[config.mk]
export PLATFORM = sky130hd
export DESIGN_NAME = fram_spi_ctrl
export DESIGN_NICKNAME = d
export VERILOG_FILES = /design/src/rtl/fram_spi_ctrl_pkg.sv /design/src/rtl/fram_spi_ctrl_spi_byte_shift.sv /design/src/rtl/fram_spi_ctrl.sv
export SDC_FILE = /design/constraint.sdc
export NUM_CORES = 1
export LEC_CHECK = 0
export ABC_AREA = 1
export BUFFER_PORTS_ARGS = -buffer_cell sky130_fd_sc_hd__buf_2
export CAP_MARGIN = 5
export CORE_MARGIN = 2
export CORE_UTILIZATION = 48
export CTS_CLUSTER_SIZE = 24
export DETAILED_ROUTE_END_ITERATION = 10
export HOLD_SLACK_MARGIN = 0.12
export PLACE_DENSITY = 0.64
export SLEW_MARGIN = 20
export SYNTH_ARGS = -nofsm -noshare
export SYNTH_HDL_FRONTEND = slang
export SYNTH_HIERARCHICAL = 1
export SYNTH_SLANG_ARGS = --single-unit
[constraint.sdc]
create_clock -name clk -period 3.63 [get_ports clk]
set_clock_uncertainty 0.15 [all_clocks]
set_input_delay 0.1815 -clock clk [delete_from_list [all_inputs] [get_ports clk]]
set_output_delay 0.1815 -clock clk [all_outputs]
set_load 0.005 [all_outputs]
[src/rtl/fram_spi_ctrl_pkg.sv]
// Shared FRAM SPI definitions: device opcodes, controller state encoding and a
// small helper used for timer reload values.
package fram_spi_ctrl_pkg;

  typedef logic [3:0] fram_state_t;

  localparam fram_state_t ST_IDLE    = 4'd0;
  localparam fram_state_t ST_WREN    = 4'd1;
  localparam fram_state_t ST_CS_GAP  = 4'd2;
  localparam fram_state_t ST_CMD     = 4'd3;
  localparam fram_state_t ST_ADDR_H  = 4'd4;
  localparam fram_state_t ST_ADDR_L  = 4'd5;
  localparam fram_state_t ST_WR_WAIT = 4'd6;
  localparam fram_state_t ST_WR_BYTE = 4'd7;
  localparam fram_state_t ST_RD_BYTE = 4'd8;
  localparam fram_state_t ST_CS_END  = 4'd9;

  localparam logic [7:0] OP_WREN  = 8'h06;
  localparam logic [7:0] OP_WRITE = 8'h02;
  localparam logic [7:0] OP_READ  = 8'h03;

  // Down-counters terminate on zero, so an N-cycle wait reloads with N-1.
  function automatic logic [15:0] tmr_load(input int cycles);
    return 16'(cycles - 1);
  endfunction

endpackage

[src/rtl/fram_spi_ctrl_spi_byte_shift.sv]
// Mode-0 SPI byte shifter with SCK divider: MOSI moves on falling edges, MISO
// is sampled on rising edges, MSB first. done_o flags the edge of the last fall.
module spi_byte_shift #(
  parameter int CLK_DIV = 2
) (
  input  logic       clk,
  input  logic       rst,
  input  logic       start_i,
  input  logic       stall_i,
  input  logic [7:0] tx_byte_i,
  input  logic       miso_i,
  output logic       sck_o,
  output logic       mosi_o,
  output logic       done_o,
  output logic       rx_last_o,
  output logic [7:0] rx_byte_o
);

  localparam logic [7:0] DIV_LD = 8'(CLK_DIV - 1);

  logic       active_q;
  logic [7:0] div_q;
  logic [2:0] bit_q;
  logic [7:0] tx_q;
  logic [7:0] rx_q;
  logic       sck_q;
  logic       mosi_q;
  logic       rx_last_q;
  logic       tick;

  assign tick      = active_q && !stall_i && (div_q == 8'd0);
  // Combinational so the owner can issue the next start on this same edge and
  // keep back-to-back bytes at an exact half-period.
  assign done_o    = tick && sck_q && (bit_q == 3'd7);
  assign sck_o     = sck_q;
  assign mosi_o    = mosi_q;
  assign rx_last_o = rx_last_q;
  assign rx_byte_o = rx_q;

  always_ff @(posedge clk or negedge rst) begin
    if (!rst) begin
      active_q  <= 1'b0;
      div_q     <= 8'd0;
      bit_q     <= 3'd0;
      tx_q      <= 8'd0;
      rx_q      <= 8'd0;
      sck_q     <= 1'b0;
      mosi_q    <= 1'b0;
      rx_last_q <= 1'b0;
    end else begin
      rx_last_q <= 1'b0;
      if (start_i) begin
        active_q <= 1'b1;
        div_q    <= DIV_LD;
        bit_q    <= 3'd0;
        tx_q     <= {tx_byte_i[6:0], 1'b0};
        mosi_q   <= tx_byte_i[7];
        sck_q    <= 1'b0;
      end else if (active_q && !stall_i) begin
        if (div_q != 8'd0) begin
          div_q <= div_q - 8'd1;
        end else begin
          div_q <= DIV_LD;
          sck_q <= ~sck_q;
          if (!sck_q) begin
            rx_q      <= {rx_q[6:0], miso_i};
            rx_last_q <= (bit_q == 3'd7);
          end else if (bit_q == 3'd7) begin
            active_q <= 1'b0;
          end else begin
            bit_q  <= bit_q + 3'd1;
            mosi_q <= tx_q[7];
            tx_q   <= {tx_q[6:0], 1'b0};
          end
        end
      end
    end
  end

endmodule

[src/rtl/fram_spi_ctrl.sv]
// FRAM SPI master: sequences WREN / WRITE / READ frames, requests write bytes
// one at a time with a timeout, and streams read bytes out without backpressure.
module fram_spi_ctrl
  import fram_spi_ctrl_pkg::*;
#(
  parameter int CLK_DIV = 2,
  parameter int WR_TMO  = 255
) (
  input  logic        clk,
  input  logic        rst,
  input  logic        i_fram_rden,
  input  logic        i_fram_wren,
  input  logic [15:0] im_fram_addr,
  input  logic [15:0] im_fram_wr_len,
  input  logic        i_fram_wr_dv,
  input  logic [7:0]  im_fram_wdata,
  output logic        o_fram_wr_req,
  output logic        o_fram_rd_dv,
  output logic [7:0]  om_fram_rdata,
  output logic        o_fram_rdy,
  output logic        o_fram_err,
  output logic        o_spi_cs_n,
  output logic        o_spi_sck,
  output logic        o_spi_mosi,
  input  logic        i_spi_miso
);

  localparam logic [15:0] TAIL_LD = tmr_load(CLK_DIV);
  localparam logic [15:0] GAP_LD  = tmr_load(2 * CLK_DIV);
  localparam logic [15:0] TMO_LD  = tmr_load(WR_TMO);

  fram_state_t state_q, state_d;
  logic        tail_q, tail_d;
  logic [15:0] timer_q, timer_d;
  logic [15:0] cnt_q, cnt_d;
  logic [15:0] addr_q, addr_d;
  logic        wr_q, wr_d;
  logic        cs_n_q, cs_n_d;
  logic        rdy_q, rdy_d;
  logic        err_q, err_d;
  logic        wr_req_q, wr_req_d;
  logic        rd_dv_q;
  logic [7:0]  rdata_q;

  logic        shift_start;
  logic [7:0]  shift_tx;
  logic        shift_done;
  logic        shift_rx_last;
  logic [7:0]  shift_rx_byte;
  logic        rd_capture;

  spi_byte_shift #(.CLK_DIV(CLK_DIV)) u_shift (
    .clk       (clk),
    .rst       (rst),
    .start_i   (shift_start),
    .stall_i   (state_q == ST_WR_WAIT),
    .tx_byte_i (shift_tx),
    .miso_i    (i_spi_miso),
    .sck_o     (o_spi_sck),
    .mosi_o    (o_spi_mosi),
    .done_o    (shift_done),
    .rx_last_o (shift_rx_last),
    .rx_byte_o (shift_rx_byte)
  );

  assign rd_capture = shift_rx_last && (state_q == ST_RD_BYTE);

  always_comb begin
    state_d     = state_q;
    tail_d      = tail_q;
    timer_d     = timer_q;
    cnt_d       = cnt_q;
    addr_d      = addr_q;
    wr_d        = wr_q;
    cs_n_d      = cs_n_q;
    rdy_d       = rdy_q;
    err_d       = 1'b0;
    wr_req_d    = 1'b0;
    shift_start = 1'b0;
    shift_tx    = 8'h00;
    // Tail: hold CS_n low one half-period past the final SCK fall of a frame.
    if (tail_q) begin
      if (timer_q == 16'd0) begin
        tail_d  = 1'b0;
        cs_n_d  = 1'b1;
        timer_d = GAP_LD;
        state_d = (state_q == ST_WREN) ? ST_CS_GAP : ST_CS_END;
      end else begin
        timer_d = timer_q - 16'd1;
      end
    end else begin
      case (state_q)
        ST_IDLE: begin
          if (i_fram_rden && i_fram_wren) begin
            err_d = 1'b1;
          end else if (i_fram_rden || i_fram_wren) begin
            rdy_d  = 1'b0;
            addr_d = im_fram_addr;
            cnt_d  = im_fram_wr_len;
            wr_d   = i_fram_wren;
            if (im_fram_wr_len == 16'd0) begin
              state_d = ST_CS_END;
              timer_d = 16'd0;
            end else begin
              cs_n_d      = 1'b0;
              shift_start = 1'b1;
              shift_tx    = i_fram_wren ? OP_WREN : OP_READ;
              state_d     = i_fram_wren ? ST_WREN : ST_CMD;
            end
          end
        end
        ST_WREN: begin
          if (shift_done) begin
            tail_d  = 1'b1;
            timer_d = TAIL_LD;
          end
        end
        ST_CS_GAP: begin
          if (timer_q == 16'd0) begin
            state_d     = ST_CMD;
            cs_n_d      = 1'b0;
            shift_start = 1'b1;
            shift_tx    = OP_WRITE;
          end else begin
            timer_d = timer_q - 16'd1;
          end
        end
        ST_CMD: begin
          if (shift_done) begin
            state_d     = ST_ADDR_H;
            shift_start = 1'b1;
            shift_tx    = addr_q[15:8];
          end
        end
        ST_ADDR_H: begin
          if (shift_done) begin
            state_d     = ST_ADDR_L;
            shift_start = 1'b1;
            shift_tx    = addr_q[7:0];
          end
        end
        ST_ADDR_L: begin
          if (shift_done) begin
            if (wr_q) begin
              state_d  = ST_WR_WAIT;
              wr_req_d = 1'b1;
              timer_d  = TMO_LD;
            end else begin
              state_d     = ST_RD_BYTE;
              shift_start = 1'b1;
            end
          end
        end
        ST_WR_WAIT: begin
          if (i_fram_wr_dv) begin
            state_d     = ST_WR_BYTE;
            shift_start = 1'b1;
            shift_tx    = im_fram_wdata;
          end else if (timer_q == 16'd0) begin
            err_d   = 1'b1;
            cs_n_d  = 1'b1;
            state_d = ST_CS_END;
            timer_d = GAP_LD;
          end else begin
            timer_d = timer_q - 16'd1;
          end
        end
        ST_WR_BYTE: begin
          if (shift_done) begin
            cnt_d = cnt_q - 16'd1;
            if (cnt_q == 16'd1) begin
              tail_d  = 1'b1;
              timer_d = TAIL_LD;
            end else begin
              state_d  = ST_WR_WAIT;
              wr_req_d = 1'b1;
              timer_d  = TMO_LD;
            end
          end
        end
        ST_RD_BYTE: begin
          if (shift_done) begin
            cnt_d = cnt_q - 16'd1;
            if (cnt_q == 16'd1) begin
              tail_d  = 1'b1;
              timer_d = TAIL_LD;
            end else begin
              shift_start = 1'b1;
            end
          end
        end
        ST_CS_END: begin
          if (timer_q == 16'd0) begin
            state_d = ST_IDLE;
            rdy_d   = 1'b1;
          end else begin
            timer_d = timer_q - 16'd1;
          end
        end
        default: begin
          state_d = ST_IDLE;
          cs_n_d  = 1'b1;
          rdy_d   = 1'b1;
        end
      endcase
    end
  end

  always_ff @(posedge clk or negedge rst) begin
    if (!rst) begin
      state_q  <= ST_IDLE;
      tail_q   <= 1'b0;
      timer_q  <= 16'd0;
      cnt_q    <= 16'd0;
      addr_q   <= 16'd0;
      wr_q     <= 1'b0;
      cs_n_q   <= 1'b1;
      rdy_q    <= 1'b1;
      err_q    <= 1'b0;
      wr_req_q <= 1'b0;
      rd_dv_q  <= 1'b0;
      rdata_q  <= 8'd0;
    end else begin
      state_q  <= state_d;
      tail_q   <= tail_d;
      timer_q  <= timer_d;
      cnt_q    <= cnt_d;
      addr_q   <= addr_d;
      wr_q     <= wr_d;
      cs_n_q   <= cs_n_d;
      rdy_q    <= rdy_d;
      err_q    <= err_d;
      wr_req_q <= wr_req_d;
      rd_dv_q  <= rd_capture;
      if (rd_capture) rdata_q <= shift_rx_byte;
    end
  end

  assign o_fram_wr_req = wr_req_q;
  assign o_fram_rd_dv  = rd_dv_q;
  assign om_fram_rdata = rdata_q;
  assign o_fram_rdy    = rdy_q;
  assign o_fram_err    = err_q;
  assign o_spi_cs_n    = cs_n_q;

endmodule
==> impl_results.md <==
* CTS Root Cell: clkbuf_16
* Routed WL per cell at 13.2 um
* Total grt overflow at 0
* Cells after DPL at 1,118
* Status: completed
* Die X at 118 um
* Max Cap Viol at 0
* Top_reg_cell synth: dfrtp_1
* CP max-delay cell: dfrtp_1
* Non-Filler Instances at 1,170
* CTS Sinks at 97
* Initial antenna violation count at 0
* RSZ-0062 raised after global routing: false
* Min-delay worst type: input port to async pin
* Design Power at around 2.2 mW
* DRC Markers at 0
* Layout Nets at around 1,000
* Crit path time final at 3.16 ns
* Worst-Skew Late Latency at 0.35 ns
* Initial Utilization at 0.493
* Post-synth ARST share at 1.00
* Reg-to-reg endpoint: u_shift/mosi_o$_DFFE_PN0P_
* Synthesized net count at 961
* Clock transition at path regs at 0.07 ns
* Distinct cells, synth at 40
* I/O pins at 61
* Post-synth top cells: 328 x nand2_1, 99 x nor2_1, 97 x nand3_1
* Crit path max fanout at 15
* Gpl congestion at 0.914
* Yosys top cell by area: dfrtp_1
* Setup TNS at 0 ns
* FF-to-FF Start: state_q[0]$_DFFE_PN0P_
* CP Cell Sequence: inv_2 -> nand2_1 -> nor2_4 -> inv_1 -> nand2_1 -> inv_1 -> nand2_1 -> nor3_2 -> nand2_1 -> a31oi_2 -> inv_1 -> o21ai_1 -> nand2_2 -> nand2_1 -> nand2_1
* Pre-antenna DRT Iters at 5
* All-layer global routing usage at 0.230
* Number of routed nets with antenna violations at 0
* Clock Path Buffers at 2
* Top-count cell post-synth: nand2_1
* TritonCTS clock tree: done
* Crit path DAT at roughly 3.3 ns
* Layout fillers at 1,234
* Crit. End Element: register
* Final Hold Fails at 0
* Seq/Total Area, Yosys at 0.389
* Crit path buffers/inverters at 4
* Minimum hold slack at 0.203 ns
* Crit path largest cell delay at about 0.47 ns
* Final worst path period share at 0.872
* Synth Cell Area at 6250 um^2
* Pin count of the biggest net entering global routing at 56
* Peak VDD IR at 0.000229 V
* Slew margin rel. at 0.522
* Post-detail-place hpwl at 11,000 um
* Type of the worst setup path: register to register
* Critical path's top delay family: simple AND/OR/NAND/NOR gates
* DR vias at roughly 6,000
* Startpoint Class: register
* First-pass GRT wire length at 26,500 um
* Die Span Y at 118 um
* Worst EP required at 3.72 ns
* Core ar. at 12,700 um^2
* Rows at 41
* Lkg Pwr at 4.05 nW
* Post-synth EDFFs at 0
* Share of cells above drive strength 1 at 0.148
* Cell mode on critical path: nand2_1
* Post-Syn Instances at 908
* Final-report max-slew violation count at 0
* CTS H-Tree Depth at 3
* Final Cell Area at about 7400 um^2
* WL final at 15,400 um
* Finish-stage setup viols at 0
* IO buf count at 60
* Num CTS Buffers at 9
* Flop2flop setup slack at 0.47 ns
* Avg Cell Area, Syn at roughly 6.9 um^2
* N_diodes at 0
* P&R area growth vs syn at 17.7%
* Starting DRT DRC Count at 478
* CP Depth at 15
* Warnings, synthesis at 6
* Synth Register Bits at 97
* Placed instance area at 6680 um^2
* F_max at 316 MHz
* Die area at 13,900 um^2
* Synth area leaders: dfrtp_1 38%, nand2_1 20%, nand3_1 7.8%
* Via density at between 5 and 6
* Pwr Density at approximately 300 nW/um^2
* Worst r2r path cells at 15
* Vias in the first global route at 5,606
* Share of the synthesized area in the top cell type at 0.380
* Worst-Margin Slew at 0.713 ns
==> worst max-delay path by stage <==
stage                      startpoint                           end  slack, ns
6_report       state_q[0]$_DFFE_PN0P_    u_shift/mosi_o$_DFFE_PN0P_       0.47
2_1_floorplan  state_q[0]$_DFFE_PN0P_  u_shift/div_q[4]$_DFFE_PN0P_       0.53
4_1_cts        state_q[0]$_DFFE_PN0P_  u_shift/bit_q[2]$_DFFE_PN0P_       0.18
3_3_place_gp   state_q[0]$_DFFE_PN0P_  u_shift/bit_q[2]$_DFFE_PN0P_       0.29
5_1_grt        state_q[0]$_DFFE_PN0P_   u_shift/tx_q[2]$_DFFE_PN0P_       0.09
3_5_place_dp   state_q[0]$_DFFE_PN0P_  u_shift/bit_q[2]$_DFFE_PN0P_       0.20
==> power by group <==
part	switching (mW)	total [mW]	internal, mW
sequential	0.0113	1.11	1.10
combinational	0.0569	0.117	0.0596
clock	0.459	1.01	0.549
total	0.528	2.24	1.71
==> timing repair <==
action / in CTS / in global routing
hold buffers: 36 / 0
hold endpoints to repair: 77 / 0
buffers inserted: 0 / 0
setup endpoints to repair: 0 / 13
gates resized for setup: 0 / 1
==> worst register-to-register path, stage by stage, from the launching register on <==
cell     delay [ns]
dfrtp_1        0.47
inv_2          0.09
nand2_1        0.12
nor2_4         0.11
inv_1          0.07
nand2_1        0.10
inv_1          0.13
nand2_1        0.09
nor3_2         0.16
nand2_1        0.09
a31oi_2        0.47
inv_1          0.11
o21ai_1        0.41
nand2_2        0.31
nand2_1        0.12
nand2_1        0.05
==> flip-flops by register name (all words and copies together), names as in the netlist, 3 cells and up <==
signal	flops
addr_q	16
cnt_q	16
timer_q	16
om_fram_rdata	8
u_shift/div_q	8
u_shift/rx_byte_o	8
u_shift/tx_q	7
state_q	4
u_shift/bit_q	3
==> per-stage QoR <==
step           setup WS (ns)   util
2_1_floorplan          0.535      -
3_3_place_gp           0.288  0.527
3_5_place_dp           0.204  0.527
4_1_cts                0.180  0.580
5_1_grt               0.0926  0.580
6_report               0.466  0.580
==> layout by cell type (no fill, tap or decap), types with 2 or more instances in the layout <==
| cell type | count |
|---|---|
| clkinvlp_4 | 2 |
| nand3b_1 | 2 |
| xor2_1 | 13 |
| inv_8 | 2 |
| nor2_2 | 9 |
| nor2_4 | 6 |
| dfrtp_1 | 95 |
| o211ai_1 | 4 |
| nand3_2 | 2 |
| buf_4 | 8 |
| a41oi_1 | 2 |
| nand2_2 | 6 |
| inv_2 | 13 |
| mux2_2 | 8 |
| dfstp_2 | 2 |
| ha_1 | 7 |
| o31ai_1 | 3 |
| a22oi_1 | 2 |
| clkbuf_16 | 9 |
| nand2_4 | 4 |
| o21ai_0 | 14 |
| inv_1 | 73 |
| buf_2 | 59 |
| xnor2_1 | 2 |
| dlygate4sd3_1 | 36 |
| inv_6 | 2 |
| nor2_1 | 99 |
| o21ai_1 | 26 |
| nor3_1 | 7 |
| a21oi_1 | 12 |
| nand3_1 | 97 |
| nand2_1 | 328 |
| o21ai_2 | 8 |
| nand4_1 | 25 |
==> cell families after synthesis <==
| group | after synthesis | share of synthesized area |
|---|---|---|
| AND/OR/NAND/NOR | 589 | 0.409 |
| buffers and inverters | 117 | 0.0797 |
| flip-flops | 97 | 0.389 |
| AO/OA/AOI/OAI | 75 | 0.0727 |
| XOR/XNOR | 15 | 0.0210 |
| multiplexers | 8 | 0.0144 |
| adder cells (fa/ha/maj) | 7 | 0.0140 |
==> cell type report <==
| class | instances | area, um^2 | share of cell area |
|---|---|---|---|
| Clock inverter | 7 | 85.1 | 0.0116 |
| Inverter | 87 | 329 | 0.0448 |
| Tap cell | 172 | 215 | 0.0293 |
| Sequential cell | 97 | 2430 | 0.330 |
| Multi-Input combinational cell | 694 | 3330 | 0.453 |
| Clock buffer | 9 | 225 | 0.0306 |
| Timing Repair Buffer | 104 | 736 | 0.100 |
==> metal layers <==
metal / global-route usage / wire length (um) / vias to the layer above
li1: - / - / 3076
met1: 0.322 / 7500 / 2714
met2: 0.366 / 7070 / 141
met3: 0.0315 / 583 / 22
met4: 0.0730 / 236 / 0
met5: 0 / 0 / -
Power figures use the tool's default switching activity.
